==> config.mk <==
export PLATFORM = sky130hd
export DESIGN_NAME = riscv_ctrl_axil_regbank
export DESIGN_NICKNAME = d
export VERILOG_FILES = /design/src/rtl/riscv_ctrl_axil_regbank.sv
export SDC_FILE = /design/constraint.sdc
export NUM_CORES = 1
export LEC_CHECK = 0
export CAP_MARGIN = 20
export CORE_MARGIN = 2
export CORE_UTILIZATION = 50
export CTS_BUF_LIST = sky130_fd_sc_hd__clkbuf_4 sky130_fd_sc_hd__clkbuf_8 sky130_fd_sc_hd__clkbuf_16
export CTS_CLUSTER_DIAMETER = 40
export DETAILED_ROUTE_END_ITERATION = 8
export HOLD_SLACK_MARGIN = 0.1
export PLACE_DENSITY = 0.88
export SETUP_SLACK_MARGIN = 0.3
export SLEW_MARGIN = 25
export SYNTH_ARGS = -nofsm -noshare
export SYNTH_HDL_FRONTEND = slang
export SYNTH_SLANG_ARGS = --single-unit
==> constraint.sdc <==
create_clock -name S_AXI_ACLK -period 10.7 [get_ports S_AXI_ACLK]
set_input_delay 2.675 -clock S_AXI_ACLK [delete_from_list [all_inputs] [get_ports S_AXI_ACLK]]
set_output_delay 2.675 -clock S_AXI_ACLK [all_outputs]
set_load 0.005 [all_outputs]
==> src/rtl/riscv_ctrl_axil_regbank.sv <==
// riscv_ctrl_axil_regbank: AXI4-Lite control/status register bank for the RISC-V core wrapper.
// Provides run/reset control, cycle budget, sticky status, a cycle counter, an auto-incrementing
// instruction-memory load port and N generic user registers.
// Optional feature macro: RISCV_CTRL_IRQ_EN (IRQ_EN register at 0x18 plus a registered done interrupt).
module riscv_ctrl_axil_regbank #(
  parameter int C_S_AXI_DATA_WIDTH = 32,
  parameter int C_S_AXI_ADDR_WIDTH = 8,
  parameter int N_USER_REGS        = 2,
  parameter int IMEM_ADDR_WIDTH    = 12
) (
  input  logic                            S_AXI_ACLK,
  input  logic                            S_AXI_ARESET,
  input  logic [C_S_AXI_ADDR_WIDTH-1:0]   S_AXI_AWADDR,
  input  logic [2:0]                      S_AXI_AWPROT,
  input  logic                            S_AXI_AWVALID,
  output logic                            S_AXI_AWREADY,
  input  logic [C_S_AXI_DATA_WIDTH-1:0]   S_AXI_WDATA,
  input  logic [C_S_AXI_DATA_WIDTH/8-1:0] S_AXI_WSTRB,
  input  logic                            S_AXI_WVALID,
  output logic                            S_AXI_WREADY,
  output logic [1:0]                      S_AXI_BRESP,
  output logic                            S_AXI_BVALID,
  input  logic                            S_AXI_BREADY,
  input  logic [C_S_AXI_ADDR_WIDTH-1:0]   S_AXI_ARADDR,
  input  logic [2:0]                      S_AXI_ARPROT,
  input  logic                            S_AXI_ARVALID,
  output logic                            S_AXI_ARREADY,
  output logic [C_S_AXI_DATA_WIDTH-1:0]   S_AXI_RDATA,
  output logic [1:0]                      S_AXI_RRESP,
  output logic                            S_AXI_RVALID,
  input  logic                            S_AXI_RREADY,
  input  logic                            i_idle,
  input  logic                            i_running,
  input  logic                            i_done,
  output logic                            o_run,
  output logic                            o_mem_reset_n,
  output logic [31:0]                     o_num_cycle,
  output logic                            o_imem_we,
  output logic [IMEM_ADDR_WIDTH-1:0]      o_imem_addr,
  output logic [31:0]                     o_imem_wdata,
  output logic [3:0]                      o_imem_wstrb,
  output logic [32*N_USER_REGS-1:0]       o_user,
  output logic                            o_irq
);

  localparam logic [1:0]  RESP_OKAY   = 2'b00;
  localparam logic [1:0]  RESP_SLVERR = 2'b10;

  // Word indices (byte address / 4)
  localparam logic [31:0] W_STATUS    = 32'd0;
  localparam logic [31:0] W_NUM_CYCLE = 32'd1;
  localparam logic [31:0] W_CTRL      = 32'd2;
  localparam logic [31:0] W_CYCLE_CNT = 32'd3;
  localparam logic [31:0] W_IMEM_ADDR = 32'd4;
  localparam logic [31:0] W_IMEM_DATA = 32'd5;
  localparam logic [31:0] W_IRQ_EN    = 32'd6;
  localparam logic [31:0] W_RSVD      = 32'd7;
  localparam logic [31:0] W_USER      = 32'd8;
  localparam logic [31:0] W_END       = W_USER + 32'(N_USER_REGS);

  // Merge new bytes into an old word under a byte strobe
  function automatic logic [31:0] apply_strb(input logic [31:0] old_val,
                                             input logic [31:0] new_val,
                                             input logic [3:0]  strb);
    logic [31:0] res;
    res = old_val;
    for (int b = 0; b < 4; b++) begin
      if (strb[b]) res[8*b +: 8] = new_val[8*b +: 8];
    end
    return res;
  endfunction

  logic        wr_hs, rd_hs, w1c;
  logic [31:0] wr_word, rd_word;

  logic                          bvalid_q, bvalid_d;
  logic [1:0]                    bresp_q, bresp_d;
  logic                          rvalid_q, rvalid_d;
  logic [1:0]                    rresp_q, rresp_d;
  logic [31:0]                   rdata_q, rdata_d;
  logic [31:0]                   num_cycle_q, num_cycle_d;
  logic                          mem_reset_q, mem_reset_d;
  logic                          run_q, run_d;
  logic [31:0]                   cycle_cnt_q, cycle_cnt_d;
  logic                          done_sticky_q, done_sticky_d;
  logic [IMEM_ADDR_WIDTH-1:0]    imem_addr_q, imem_addr_d;
  logic [IMEM_ADDR_WIDTH-1:0]    imem_waddr_q, imem_waddr_d;
  logic [31:0]                   imem_wdata_q, imem_wdata_d;
  logic [3:0]                    imem_wstrb_q, imem_wstrb_d;
  logic                          imem_we_q, imem_we_d;
  logic [32*N_USER_REGS-1:0]     user_q, user_d;
`ifdef RISCV_CTRL_IRQ_EN
  logic                          irq_en_q, irq_en_d;
  logic                          irq_q, irq_d;
`endif

  // Protection bits and byte offset within a word carry no meaning here
  logic unused_ok;
  assign unused_ok = ^{S_AXI_AWPROT, S_AXI_ARPROT, S_AXI_AWADDR[1:0], S_AXI_ARADDR[1:0]};

  assign wr_hs   = S_AXI_AWVALID & S_AXI_WVALID & ~bvalid_q;
  assign rd_hs   = S_AXI_ARVALID & ~rvalid_q;
  assign wr_word = 32'(S_AXI_AWADDR[C_S_AXI_ADDR_WIDTH-1:2]);
  assign rd_word = 32'(S_AXI_ARADDR[C_S_AXI_ADDR_WIDTH-1:2]);

  assign S_AXI_AWREADY = wr_hs;
  assign S_AXI_WREADY  = wr_hs;
  assign S_AXI_BVALID  = bvalid_q;
  assign S_AXI_BRESP   = bresp_q;
  assign S_AXI_ARREADY = rd_hs;
  assign S_AXI_RVALID  = rvalid_q;
  assign S_AXI_RRESP   = rresp_q;
  assign S_AXI_RDATA   = rdata_q;

  assign o_run         = run_q;
  assign o_mem_reset_n = mem_reset_q;
  assign o_num_cycle   = num_cycle_q;
  assign o_imem_we     = imem_we_q;
  assign o_imem_addr   = imem_waddr_q;
  assign o_imem_wdata  = imem_wdata_q;
  assign o_imem_wstrb  = imem_wstrb_q;
  assign o_user        = user_q;
`ifdef RISCV_CTRL_IRQ_EN
  assign o_irq         = irq_q;
`else
  assign o_irq         = 1'b0;
`endif

  // Write channel: decode the accepted write and compute every register's next value
  always_comb begin
    bvalid_d      = bvalid_q;
    bresp_d       = bresp_q;
    num_cycle_d   = num_cycle_q;
    mem_reset_d   = mem_reset_q;
    run_d         = 1'b0;
    imem_addr_d   = imem_addr_q;
    imem_waddr_d  = imem_waddr_q;
    imem_wdata_d  = imem_wdata_q;
    imem_wstrb_d  = imem_wstrb_q;
    imem_we_d     = 1'b0;
    user_d        = user_q;
    w1c           = 1'b0;
`ifdef RISCV_CTRL_IRQ_EN
    irq_en_d      = irq_en_q;
`endif
    if (bvalid_q && S_AXI_BREADY) bvalid_d = 1'b0;
    if (wr_hs) begin
      bvalid_d = 1'b1;
      bresp_d  = RESP_OKAY;
      case (wr_word)
        W_STATUS:    w1c = S_AXI_WSTRB[0] & S_AXI_WDATA[2];
        W_NUM_CYCLE: num_cycle_d = apply_strb(num_cycle_q, S_AXI_WDATA, S_AXI_WSTRB);
        W_CTRL: begin
          if (S_AXI_WSTRB[0]) begin
            run_d       = S_AXI_WDATA[0];
            mem_reset_d = S_AXI_WDATA[1];
          end
        end
        W_CYCLE_CNT: ;
        W_IMEM_ADDR: begin
          for (int i = 2; i < IMEM_ADDR_WIDTH; i++) begin
            if (S_AXI_WSTRB[i/8]) imem_addr_d[i] = S_AXI_WDATA[i];
          end
        end
        W_IMEM_DATA: begin
          imem_wdata_d = S_AXI_WDATA;
          imem_wstrb_d = S_AXI_WSTRB;
          imem_waddr_d = imem_addr_q;
          imem_we_d    = 1'b1;
          imem_addr_d  = imem_addr_q + IMEM_ADDR_WIDTH'(4);
        end
        W_IRQ_EN: begin
`ifdef RISCV_CTRL_IRQ_EN
          if (S_AXI_WSTRB[0]) irq_en_d = S_AXI_WDATA[0];
`endif
        end
        W_RSVD: ;
        default: begin
          if (wr_word >= W_END) begin
            bresp_d = RESP_SLVERR;
          end else begin
            for (int k = 0; k < N_USER_REGS; k++) begin
              if (wr_word == W_USER + 32'(k))
                user_d[32*k +: 32] = apply_strb(user_q[32*k +: 32], S_AXI_WDATA, S_AXI_WSTRB);
            end
          end
        end
      endcase
    end
  end

  // Status side: sticky done (set beats clear), saturating cycle counter and optional interrupt
  always_comb begin
    done_sticky_d = done_sticky_q;
    if (run_q || w1c) done_sticky_d = 1'b0;
    if (i_done)       done_sticky_d = 1'b1;
    cycle_cnt_d = cycle_cnt_q;
    if (run_q)                                            cycle_cnt_d = 32'd0;
    else if (i_running && cycle_cnt_q != 32'hFFFF_FFFF)   cycle_cnt_d = cycle_cnt_q + 32'd1;
`ifdef RISCV_CTRL_IRQ_EN
    irq_d = done_sticky_q & irq_en_q;
`endif
  end

  // Read channel: capture read data on the address handshake and hold it until RREADY
  always_comb begin
    rvalid_d = rvalid_q;
    rresp_d  = rresp_q;
    rdata_d  = rdata_q;
    if (rvalid_q && S_AXI_RREADY) rvalid_d = 1'b0;
    if (rd_hs) begin
      rvalid_d = 1'b1;
      rresp_d  = RESP_OKAY;
      rdata_d  = 32'd0;
      case (rd_word)
        W_STATUS:    rdata_d = {29'd0, done_sticky_q, i_running, i_idle};
        W_NUM_CYCLE: rdata_d = num_cycle_q;
        W_CTRL:      rdata_d = {30'd0, mem_reset_q, 1'b0};
        W_CYCLE_CNT: rdata_d = cycle_cnt_q;
        W_IMEM_ADDR: rdata_d = 32'(imem_addr_q);
        W_IMEM_DATA: rdata_d = imem_wdata_q;
        W_IRQ_EN: begin
`ifdef RISCV_CTRL_IRQ_EN
          rdata_d = {31'd0, irq_en_q};
`endif
        end
        W_RSVD: ;
        default: begin
          if (rd_word >= W_END) begin
            rresp_d = RESP_SLVERR;
          end else begin
            for (int k = 0; k < N_USER_REGS; k++) begin
              if (rd_word == W_USER + 32'(k)) rdata_d = user_q[32*k +: 32];
            end
          end
        end
      endcase
    end
  end

  // State register: everything clears on reset, which also holds the core memory in reset
  always_ff @(posedge S_AXI_ACLK or posedge S_AXI_ARESET) begin
    if (S_AXI_ARESET) begin
      bvalid_q      <= 1'b0;
      bresp_q       <= 2'b00;
      rvalid_q      <= 1'b0;
      rresp_q       <= 2'b00;
      rdata_q       <= 32'd0;
      num_cycle_q   <= 32'd0;
      mem_reset_q   <= 1'b0;
      run_q         <= 1'b0;
      cycle_cnt_q   <= 32'd0;
      done_sticky_q <= 1'b0;
      imem_addr_q   <= '0;
      imem_waddr_q  <= '0;
      imem_wdata_q  <= 32'd0;
      imem_wstrb_q  <= 4'd0;
      imem_we_q     <= 1'b0;
      user_q        <= '0;
`ifdef RISCV_CTRL_IRQ_EN
      irq_en_q      <= 1'b0;
      irq_q         <= 1'b0;
`endif
    end else begin
      bvalid_q      <= bvalid_d;
      bresp_q       <= bresp_d;
      rvalid_q      <= rvalid_d;
      rresp_q       <= rresp_d;
      rdata_q       <= rdata_d;
      num_cycle_q   <= num_cycle_d;
      mem_reset_q   <= mem_reset_d;
      run_q         <= run_d;
      cycle_cnt_q   <= cycle_cnt_d;
      done_sticky_q <= done_sticky_d;
      imem_addr_q   <= imem_addr_d;
      imem_waddr_q  <= imem_waddr_d;
      imem_wdata_q  <= imem_wdata_d;
      imem_wstrb_q  <= imem_wstrb_d;
      imem_we_q     <= imem_we_d;
      user_q        <= user_d;
`ifdef RISCV_CTRL_IRQ_EN
      irq_en_q      <= irq_en_d;
      irq_q         <= irq_d;
`endif
    end
  end

endmodule

Yosys cells after proc, flatten, opt, wreduce, memory -nomap -nowiden
Index checks and enable logic that the tools add are counted.
{"block": "classes", "order_cmp": 2, "n_eq_ne": 21, "n_addsub": 2, "bitwise_logic": 8, "mux": 34, "reduce_logical": 30}
{"op": "$pmux W32 S7", "count": 1}
{"op": "$mux W32", "count": 5}
{"op": "$logic_not A32 Y1", "count": 2}
{"op": "$eq A6 B3 Y1 const B", "count": 8}
{"op": "$reduce_and A5 Y1", "count": 8}
{"op": "$add A32 B1 Y32 const B", "count": 1}
{"op": "$ne A32 B32 Y1 const B", "count": 1}
{"op": "$eq A6 B2 Y1 const B", "count": 4}
{"op": "$eq A6 B4 Y1 const B", "count": 4}
{"op": "$mux W1", "count": 23}
{"op": "$reduce_and A3 Y1", "count": 7}
{"op": "$pmux W10 S2", "count": 1}
{"op": "$reduce_or A8 Y1", "count": 2}
{"op": "$add A12 B3 Y12 const B", "count": 1}
{"op": "$eq A6 B1 Y1 const B", "count": 2}
{"op": "$ge A6 B4 Y1 const B", "count": 2}
{"op": "$reduce_bool A2 Y1", "count": 5}
{"op": "$mux W2", "count": 4}
{"op": "$and A1 B1 Y1", "count": 4}
{"op": "$ne A2 B2 Y1 const B", "count": 2}
{"op": "$not A1 Y1", "count": 4}
{"op": "$logic_and A1 B1 Y1", "count": 3}
{"op": "$reduce_and A2 Y1", "count": 1}
{"op": "$reduce_or A2 Y1", "count": 1}
{"op": "$logic_or A1 B1 Y1", "count": 1}
{"block": "word_totals", "inputBits": 68, "word_cells": 125, "register_bits": 230}

Longest topological paths before layout
{"block": "depth", "word_depth": 6, "ltp_mapped": 8}

Worst setup path before layout
OpenSTA, ideal clock, no wires.
{"block": "synth_path", "path_type": "input-to-output", "from": "input S_AXI_ARVALID", "to": "output S_AXI_ARREADY", "required_time_ps": 8025, "path_stages": 3, "arrival_time_ps": 3188, "n_path_buf": 1, "path_slack_ps": 4837, "path_cell_list": "nand2_1 > inv_2 > clkbuf_1"}
{"block": "synth_between", "elab_chain_len": 1}
{"element": "from (decl)", "line": "26", "rtl": "input logic S_AXI_ARVALID,"}
{"element": "$and A1 B1 Y1", "line": "102", "rtl": "assign rd_hs = S_AXI_ARVALID & ~rvalid_q;"}
{"element": "to (decl)", "line": "27", "rtl": "output logic S_AXI_ARREADY,"}
Every way passes these cells.

Worst setup path after layout
Same ends and word-level chain as after synthesis.

==> out/qor.yml <==
grt:
  grt-ovfl-total: 0
  grt_pass1_vias: 8631
  antenna_found_initial: 0
  grt_pass1_wl_mm: 48.5
  grt.total_usage_pct: 27.9
  grt_max_degree: 100
pwr:
  pwr-share-clk_pct: 45.9
  intPower_mw: 1.68
  leakage_nw: 6.14
  ir_drop_uv: 147
  p_per_area_nw_per_um2: 159
  pwr-share-seq_pct: 43.1
  total_power_mw: 2.24
  swShare_pct: 25.1
  pwr-share-comb_pct: 11.0
  p_sw_mw: 0.561
layout:
  seq_area_um2: 5610
  design_area_um2: 14000
  final_cell_mix: "clkdlybuf4s50_1, dfrtp_1, mux2_2"
  insertedDiodeCount: 0
  mostFrequentLayoutCell: "clkdlybuf4s50_1"
  fin_cells: 1413
  nets: 1190
  layout-drive-gt1-share_pct: 18.2
  syn_to_final_growth_pct: 35.3
  utilization_pct: 69.1
  n_fill_cell: 1428
  multi_input_area_um2: 4490
clocking:
  cts_tree: "yes"
  cts_buffer_depth: 3
  cts_buffers: 30
  root_buffer: "clkbuf_16"
  cts_setup_buffers: 0
  htree_levels: 1
  post_cts_resized: 0
  cts.clk_slew.worst_paths_ns: 0.06
  cts_sinks: 224
  clk_latency_ns: 0.55
  cts.hold.buffers_added: 0
floorplan:
  dieArea_um2: 21900
  core.rowCount: 52
  die_y_um: 148
  io_pins: 257
  initial_core_util_pct: 51.1
  die_w_um: 148
  core_area_um2: 20300
critical_path:
  end_kind: "output pin"
  crit_path_start: "S_AXI_ARVALID"
  reg2reg_depth: 5
  r2r-start: "S_AXI_BVALID$_DFFE_PP0P_"
  arrival_ns: 4.52
  worstPathRequired_ns: 8.03
  cp-start-kind: "primary input"
  reg2reg_to: "o_num_cycle[24]$_DFFE_PP0P_"
  reg2reg_slack_ns: 7.77
  critPathMaxFanout: 44
  crit_end: "S_AXI_ARREADY"
  path_class: "primary input to output pin"
detailed_routing:
  remaining_drc_errors: 0
  avgViaCountPerCell: 6.00
  vias: 8476
  ant_nets: 0
  wl_per_cell_um: 21.7
  drtIter0Drc: 711
  wirelength_mm: 30.6
  drtPass1Iterations: 5
run:
  cap_violations: 0
sta:
  whs_ns: 0.482
  finalCritPeriodShare_pct: 67.2
  clock_skew_ns: 0.0290
  fmax_mhz: 139
  finalCriticalPeriod_ns: 7.20
  finalMaxSlewViolations: 0
  fin_setup_tns_ns: 0
  hold_viol_final: 0
  slew_headroom_pct: 27.2
  rsz0062_at_grt: "false"
  layout_setup_ws_ns: 3.50
  tightest_slew_ns: 1.09
  setup_violations: 0
worst_hold_path:
  hold_path_class: "register to register"
synth:
  ys_top_cells_by_area: "dfrtp_1, mux2_2, mux2i_1, nand2_1, o21ai_0"
  synth-edff-count: 0
  postSynthCellCount: 888
  ys_ff_latch: 224
  ys_async_sr_fraction_pct: 100
  synth-warning-count: 0
  ys_seq_area_share_pct: 54.0
  syn_area_um2: 10400
  synth_top_area_share_pct: 54.0
  synth_top_area_cell: "dfrtp_1"
  synthFlopType: "dfrtp_1"
  syn_avg_cell_area_um2: 11.7
  synth.distinct_cells: 58
placement:
  gp_congestion: 0.871
  hpwl_mm: 21.1
  port_buffers: 241
  place_inst: 1358
  post-place-ws_ns: 3.53
  place_area_um2: 13000
outcome:
  status: "complete, no violations"
==> cell families after synthesis <==
family	Yosys count	share of synthesized area (%)
XOR/XNOR	7	0.591
adder cells (fa/ha/maj)	2	0.241
other	1	0.0362
buffers and inverters	69	2.87
AND/OR/NAND/NOR	224	11.1
multiplexers	183	19.4
AO/OA/AOI/OAI	178	11.7
flip-flops	224	54.0
==> area by class of cell <==
class                   instances  share of cell area, %
repair buffers                252                   17.7
clock buffers                  36                   5.76
inverters                      13                  0.401
multi-input cells             599                   32.0
clock inverters                19                   1.73
well taps                     270                   2.41
flip-flops and latches        224                   40.0
==> worst min-delay path by stage <==
stage / start / slack (ns) / endpoint / cells past startpoint
global placement: S_AXI_RDATA[24]$_DFFE_PP0P_ / 0.46 / S_AXI_RDATA[24]$_DFFE_PP0P_ / 2
finish: S_AXI_RDATA[26]$_DFFE_PP0P_ / 0.48 / S_AXI_RDATA[26]$_DFFE_PP0P_ / 2
global route: S_AXI_RDATA[16]$_DFFE_PP0P_ / 0.50 / S_AXI_RDATA[16]$_DFFE_PP0P_ / 2
CTS: S_AXI_RDATA[29]$_DFFE_PP0P_ / 0.48 / S_AXI_RDATA[29]$_DFFE_PP0P_ / 2
floorplan: S_AXI_RDATA[0]$_DFFE_PP0P_ / 0.47 / S_AXI_RDATA[0]$_DFFE_PP0P_ / 2
detailed placement: S_AXI_RDATA[29]$_DFFE_PP0P_ / 0.47 / S_AXI_RDATA[29]$_DFFE_PP0P_ / 2
==> layer usage <==
metal	global-route usage (%)	part of all wire (%)	vias to the layer above
li1	-	-	3782
met1	36.5	40	4237
met2	46.6	49	400
met3	6.70	8.5	57
met4	8.19	2.5	0
met5	0	0	-
==> synthesized netlist by cell type (all sizes together), types with 2 or more instances <==
master and instances:
a31oi 14, a222oi 9, a31o 3, nor3 10, clkbuf 34, a22oi 2
nand2b 3, inv 13, nor4b 4, a21oi 39, o2bb2ai 19, a2bb2oi 3
or4 6, nor4 7, or3 14, nor2 54, a211oi 2, nand3b 2
nand4 14, ha 2, dfrtp 224, o21a 2, o21ai 43, mux2i 35
o41ai 2, o22a 7, nand2 61, buf 22, nand3 22, and3 9
xor2 3, a41oi 2, nor2b 7, a221oi 20, o31ai 5, xnor2 4
mux2 148, and4 6
==> critical path, cell delays in order <==
cell,delay (ns)
clkdlybuf4s50_1,0.46
nand2_1,0.05
buf_4,0.27
inv_2,0.43
clkdlybuf4s50_1,0.60
==> power by group through the flow <==
stage / clock network (mW) / logic (mW) / registers (mW)
2_1_floorplan: 0 / 0.105 / 0.962
3_3_place_gp: 0 / 0.238 / 0.971
3_5_place_dp: 0 / 0.245 / 0.975
4_1_cts: 1.03 / 0.248 / 0.962
5_1_grt: 1.08 / 0.268 / 0.971
6_report: 1.03 / 0.247 / 0.963
==> sequential cells by signal, summed over array words and instances (netlist names) <==
name           count
o_imem_wstrb       4
S_AXI_RVALID       1
cycle_cnt_q       32
o_imem_wdata      32
S_AXI_BVALID       1
o_num_cycle       32
S_AXI_RDATA       32
o_mem_reset_n      1
S_AXI_BRESP        1
S_AXI_RRESP        1
o_user            64
o_imem_we          1
done_sticky_q      1
o_run              1
o_imem_addr       10
imem_addr_q       10
(Power assumes the default switching activity.)
